### src/rtl/wb_interconnect.sv
// Single-master Wishbone interconnect: address decode to NUM_SLAVES ports, error/timeout handling.
// Optional slave timeout enabled by defining macro WB_IC_TIMEOUT_EN.
module wb_interconnect #(
  parameter int                        NUM_SLAVES     = 3,
  parameter logic [32*NUM_SLAVES-1:0] SLV_BASE       = {32'h9000_2000, 32'h9000_1000, 32'h9000_0000},
  parameter logic [32*NUM_SLAVES-1:0] SLV_MASK       = {3{32'hFFFF_F000}},
  parameter int                        TIMEOUT_CYCLES = 255
) (
  input  logic                       clk,
  input  logic                       arstn,
  input  logic [31:0]                m_adr,
  input  logic [31:0]                m_wdat,
  input  logic                       m_we,
  input  logic [3:0]                 m_sel,
  input  logic                       m_stb,
  input  logic                       m_cyc,
  output logic [31:0]                m_rdat,
  output logic                       m_ack,
  output logic                       m_err,
  output logic [31:0]                s_adr,
  output logic [31:0]                s_wdat,
  output logic                       s_we,
  output logic [3:0]                 s_sel,
  output logic [NUM_SLAVES-1:0]      s_stb,
  output logic [NUM_SLAVES-1:0]      s_cyc,
  input  logic [32*NUM_SLAVES-1:0]   s_rdat,
  input  logic [NUM_SLAVES-1:0]      s_ack,
  input  logic [NUM_SLAVES-1:0]      s_err,
  output logic [31:0]                err_addr,
  output logic [7:0]                 err_count
);

  localparam int IDX_W = (NUM_SLAVES > 1) ? $clog2(NUM_SLAVES) : 1;

  if (NUM_SLAVES < 1 || NUM_SLAVES > 8 || TIMEOUT_CYCLES < 2 || TIMEOUT_CYCLES > 65535) begin : g_cfg_check
    $error("wb_interconnect: NUM_SLAVES or TIMEOUT_CYCLES out of range");
  end

  typedef enum logic [1:0] {IDLE, ACTIVE, RESP} state_t;

  state_t           state;
  logic [IDX_W-1:0] sel_idx;
  logic [IDX_W-1:0] hit_idx;
  logic             hit;
  logic             sel_ack;
  logic             sel_err;
  logic             timeout_hit;
  logic             go_err;
  logic [31:0]      sel_rdat;

  function automatic logic [7:0] sat_inc(input logic [7:0] v);
    return (v == 8'hFF) ? v : v + 8'd1;
  endfunction

  // Lowest index wins: scan downward so the last assignment is the smallest match.
  always_comb begin
    hit     = 1'b0;
    hit_idx = '0;
    for (int i = NUM_SLAVES - 1; i >= 0; i--) begin
      if ((m_adr & SLV_MASK[32*i +: 32]) == SLV_BASE[32*i +: 32]) begin
        hit     = 1'b1;
        hit_idx = IDX_W'(i);
      end
    end
  end

  assign sel_ack  = s_ack[sel_idx];
  assign sel_err  = s_err[sel_idx];
  assign sel_rdat = s_rdat[32*sel_idx +: 32];

`ifdef WB_IC_TIMEOUT_EN
  logic [15:0] to_cnt;
  assign timeout_hit = (to_cnt == 16'(TIMEOUT_CYCLES - 1));
`else
  assign timeout_hit = 1'b0;
`endif

  // An ack in the final allowed cycle beats the timeout; a slave error beats the ack.
  assign go_err = sel_err || (!sel_ack && timeout_hit);

  always_ff @(posedge clk or negedge arstn) begin
    if (!arstn) begin
      state     <= IDLE;
      sel_idx   <= '0;
      m_rdat    <= '0;
      m_ack     <= 1'b0;
      m_err     <= 1'b0;
      s_adr     <= '0;
      s_wdat    <= '0;
      s_we      <= 1'b0;
      s_sel     <= '0;
      s_stb     <= '0;
      s_cyc     <= '0;
      err_addr  <= '0;
      err_count <= '0;
`ifdef WB_IC_TIMEOUT_EN
      to_cnt    <= '0;
`endif
    end else begin
      m_ack <= 1'b0;
      m_err <= 1'b0;
      case (state)
        IDLE: begin
          if (m_cyc && m_stb) begin
            if (hit) begin
              s_adr   <= m_adr;
              s_wdat  <= m_wdat;
              s_we    <= m_we;
              s_sel   <= m_sel;
              sel_idx <= hit_idx;
              s_stb   <= NUM_SLAVES'(1) << hit_idx;
              s_cyc   <= NUM_SLAVES'(1) << hit_idx;
`ifdef WB_IC_TIMEOUT_EN
              to_cnt  <= '0;
`endif
              state   <= ACTIVE;
            end else begin
              err_addr  <= m_adr;
              err_count <= sat_inc(err_count);
              m_err     <= 1'b1;
              state     <= RESP;
            end
          end
        end
        ACTIVE: begin
          if (!m_cyc) begin
            s_stb <= '0;
            s_cyc <= '0;
            state <= IDLE;
          end else if (go_err) begin
            s_stb     <= '0;
            s_cyc     <= '0;
            err_addr  <= s_adr;
            err_count <= sat_inc(err_count);
            m_err     <= 1'b1;
            state     <= RESP;
          end else if (sel_ack) begin
            s_stb <= '0;
            s_cyc <= '0;
            if (!s_we) m_rdat <= sel_rdat;
            m_ack <= 1'b1;
            state <= RESP;
          end
`ifdef WB_IC_TIMEOUT_EN
          else begin
            to_cnt <= to_cnt + 16'd1;
          end
`endif
        end
        RESP:    state <= IDLE;
        default: state <= IDLE;
      endcase
    end
  end

endmodule

### config.mk
export PLATFORM = sky130hd
export DESIGN_NAME = wb_interconnect
export DESIGN_NICKNAME = d
export VERILOG_FILES = /design/src/rtl/wb_interconnect.sv
export SDC_FILE = /design/constraint.sdc
export NUM_CORES = 1
export LEC_CHECK = 0
export CORE_MARGIN = 5
export CORE_UTILIZATION = 45
export CTS_CLUSTER_SIZE = 10
export DETAILED_ROUTE_END_ITERATION = 8
export GPL_TIMING_DRIVEN = 0
export PLACE_DENSITY = 0.95
export SLEW_MARGIN = 30
export SYNTH_ARGS = -nofsm -noshare
export SYNTH_HDL_FRONTEND = slang
export SYNTH_SLANG_ARGS = --single-unit
export TNS_END_PERCENT = 5
### constraint.sdc
create_clock -name clk -period 3.2 [get_ports clk]
set_clock_uncertainty 0.2 [all_clocks]
set_input_delay 0.32 -clock clk [delete_from_list [all_inputs] [get_ports clk]]
set_output_delay 0.32 -clock clk [all_outputs]
set_load 0.02 [all_outputs]
==> metrics.yaml <==
cts_tree: "done"
maxCapViolCount: 0
cts.clk_slew.worst_paths_ns: 0.06
end_kind: "flop"
dieArea_mm2: 0.0178
synthesis.nets: 732
synth.distinct_cells: 41
outcome: "completed"
fin_crit_ns: 2.65
clk_latency_ns: 0.42
post-route-period-util: 0.827
power_switching_share: 0.243
grt_first_pass_wirelength_um: 34400
syn_to_final_growth_pct: 60.5
clockPowerShare: 0.417
synthMuxAreaShare: 0.239
avgRoutedWirePerCell_um: 20.2
post_cts_resized: 0
avgViaCountPerCell: 5.19
power_leakage_nw: 5.09
p_per_area_mw_per_mm2: 463
fin_nets: 1076
drive_gt1_frac: 0.175
placed_cell_area_mm2: 0.0103
drt_iter0_markers: 164
tns_ns: 0
coreArea_mm2: 0.0151
ys_seq_area_frac: 0.548
ys_seq_elements: 150
antenna_found_initial: 0
start_util: 0.454
tightest_slew_ns: 0.833
clock-sinks: 150
drt_wl_total_um: 22300
vias: 5713
slew_headroom: 0.438
r2r_slack_ns: 0.58
grtUsageTotal: 0.248
syn_avg_cell_area_um2: 12.3
final_area_mm2: 0.0110
switching_power_mw: 1.24
grt_setup_unrepaired: "no"
fillCellCount: 962
p_seq_frac: 0.411
rows: 45
ys_warn_count: 0
drc_errors: 0
synthCells: 556
finalPower_mw: 5.09
cts-buffers-inserted: 17
hpwlAfterDp_um: 17000
ios: 324
max_freq_mhz: 378
grt_overflow: 0
synthSimpleGateAreaFrac: 0.105
io_buffer_count: 323
htreeDepth: 4
root_buffer: "clkbuf_16"
irDropWorstVdd_mv: 0.349
ant_nets: 0
p_int_mw: 3.86
hold_violations: 0
final_common_cell: "clkdlybuf4s50_1"
critPathKind: "in2reg"
antennaDiodeCount: 0
die_w_um: 133
firstDrtPassIters: 4
path_max_fanout: 10
syn_area_mm2: 0.00685
holdCritPathClass: "in2async"
synthXorXnorAreaFrac: 0.00895
synth_fa_ha_area_frac: 0.00183
crit_required_ns: 3.30
grt_max_degree: 77
drv_slew: 0
cts_max_path_buffers: 2
pwr-share-comb: 0.172
grt_pass1_vias: 6315
die_y_um: 133
synth_compound_area_frac: 0.0638
startpoint_type: "input port"
gp_congestion: 0.802
layout_common_cells: "clkdlybuf4s50_1 (322), dfrtp_1 (150), mux2_2 (99)"
synth_top_family_by_area: "multiplexers"
arrival_ns: 2.75
finalSetupViolCount: 0
-- worst paths after layout --
check                      startpoint         end  depth (start not counted)
min                             arstn    s_sel[1]                          2
max in group asynchronous       arstn  m_rdat[13]                          3
max reg2reg                sel_idx[1]  m_rdat[11]                          6
max                         m_adr[14]    s_adr[6]                          6
min in group clk            s_wdat[8]   s_wdat[8]                          1
min reg2reg                 s_wdat[8]   s_wdat[8]                          1
-- stage by stage --
stage               instances  hold slack (ns)  utilization  setup WS [ns]
floorplan                 556           -0.176            -           1.09
global placement         1067            0.266        0.684          -4.42
detailed placement       1068            0.122        0.686          0.157
CTS                      1101            0.268        0.728          0.563
global route             1101            0.297        0.728          0.364
finish                   1101            0.255        0.728          0.554
-- registers in the layout, indices dropped and copies added (netlist names) --
signal	cells
err_addr	32
err_count	8
m_ack	1
m_err	1
m_rdat	32
s_adr	32
s_cyc	3
s_sel	4
s_wdat	32
s_we	1
sel_idx	2
state	2
-- what timing repair did --
action | in CTS | in global routing
hold buffers | 1 | 0
hold endpoints to repair | 75 | 0
buffers inserted | 0 | 0
-- routing by layer --
layer  share of wire  up-vias  track usage
li1                -     2647            -
met3            0.10       41        0.110
met5               0        -            0
met2            0.51      255        0.437
met4           0.026        0       0.0834
met1            0.36     2770        0.267
-- cell families (layout without fill, tap and decap cells) --
| family | Yosys count | count (layout) |
|---|---|---|
| flops | 150 | 150 |
| mux | 149 | 149 |
| simple gates | 131 | 131 |
| compound gates | 80 | 80 |
| buf+inv | 38 | 395 |
| xor+xnor | 7 | 7 |
| fa+ha+maj | 1 | 1 |
-- worst max-delay path, stage by stage --
cell             delay, ns
clkdlybuf4s50_1       0.44
nor4_1                0.43
nand2_1               0.29
nor4_4                0.65
buf_6                 0.26
mux2_2                0.35
-- power by group through the flow --
stage | logic, mW | registers [mW] | clock network (mW)
3_5_place_dp | 0.872 | 2.13 | 0
5_1_grt | 0.936 | 2.11 | 2.25
6_report | 0.874 | 2.10 | 2.13
3_3_place_gp | 0.851 | 2.12 | 0
2_1_floorplan | 0.196 | 2.24 | 0
4_1_cts | 0.882 | 2.10 | 2.16
-- synth_stat cells (all sizes together) --
| library cell | n | area (um2) |
|---|---|---|
| o21ai | 5 | 28.8 |
| nor4 | 7 | 88.8 |
| o21a | 1 | 7.51 |
| nor2b | 20 | 125 |
| nand2 | 9 | 33.8 |
| o311ai | 2 | 17.5 |
| or2 | 3 | 18.8 |
| a32o | 2 | 20.0 |
| ha | 1 | 12.5 |
| nor3b | 1 | 7.51 |
| and2 | 1 | 6.26 |
| a21oi | 66 | 330 |
| a2bb2oi | 1 | 8.76 |
| xor2 | 7 | 61.3 |
| nand3b | 1 | 7.51 |
| a21o | 2 | 15.0 |
| nand4b | 2 | 32.5 |
| o2bb2ai | 1 | 8.76 |
| buf | 18 | 154 |
| and4 | 1 | 8.76 |
| nor3 | 5 | 30.0 |
| mux2 | 115 | 1290 |
| and3 | 1 | 6.26 |
| clkbuf | 17 | 65.1 |
| mux2i | 34 | 340 |
| nor4b | 2 | 47.6 |
| nor2 | 70 | 263 |
| dfrtp | 150 | 3750 |
| nand3 | 6 | 30.0 |
| nand4 | 1 | 6.26 |
| inv | 3 | 11.3 |
| or3 | 1 | 6.26 |
-- area by class of cell --
type | instances | area (um2) | share of cell area
timing repair buffer | 325 | 3280 | 0.298
tap | 188 | 235 | 0.0214
clock buffer | 22 | 464 | 0.0422
buffer | 35 | 219 | 0.0199
multi-input combinational | 368 | 2860 | 0.261
sequential | 150 | 3750 | 0.341
clock inverter | 10 | 169 | 0.0154
inverter | 3 | 11.3 | 0.00102
Note: power is estimated with default switching activity, not from simulation.
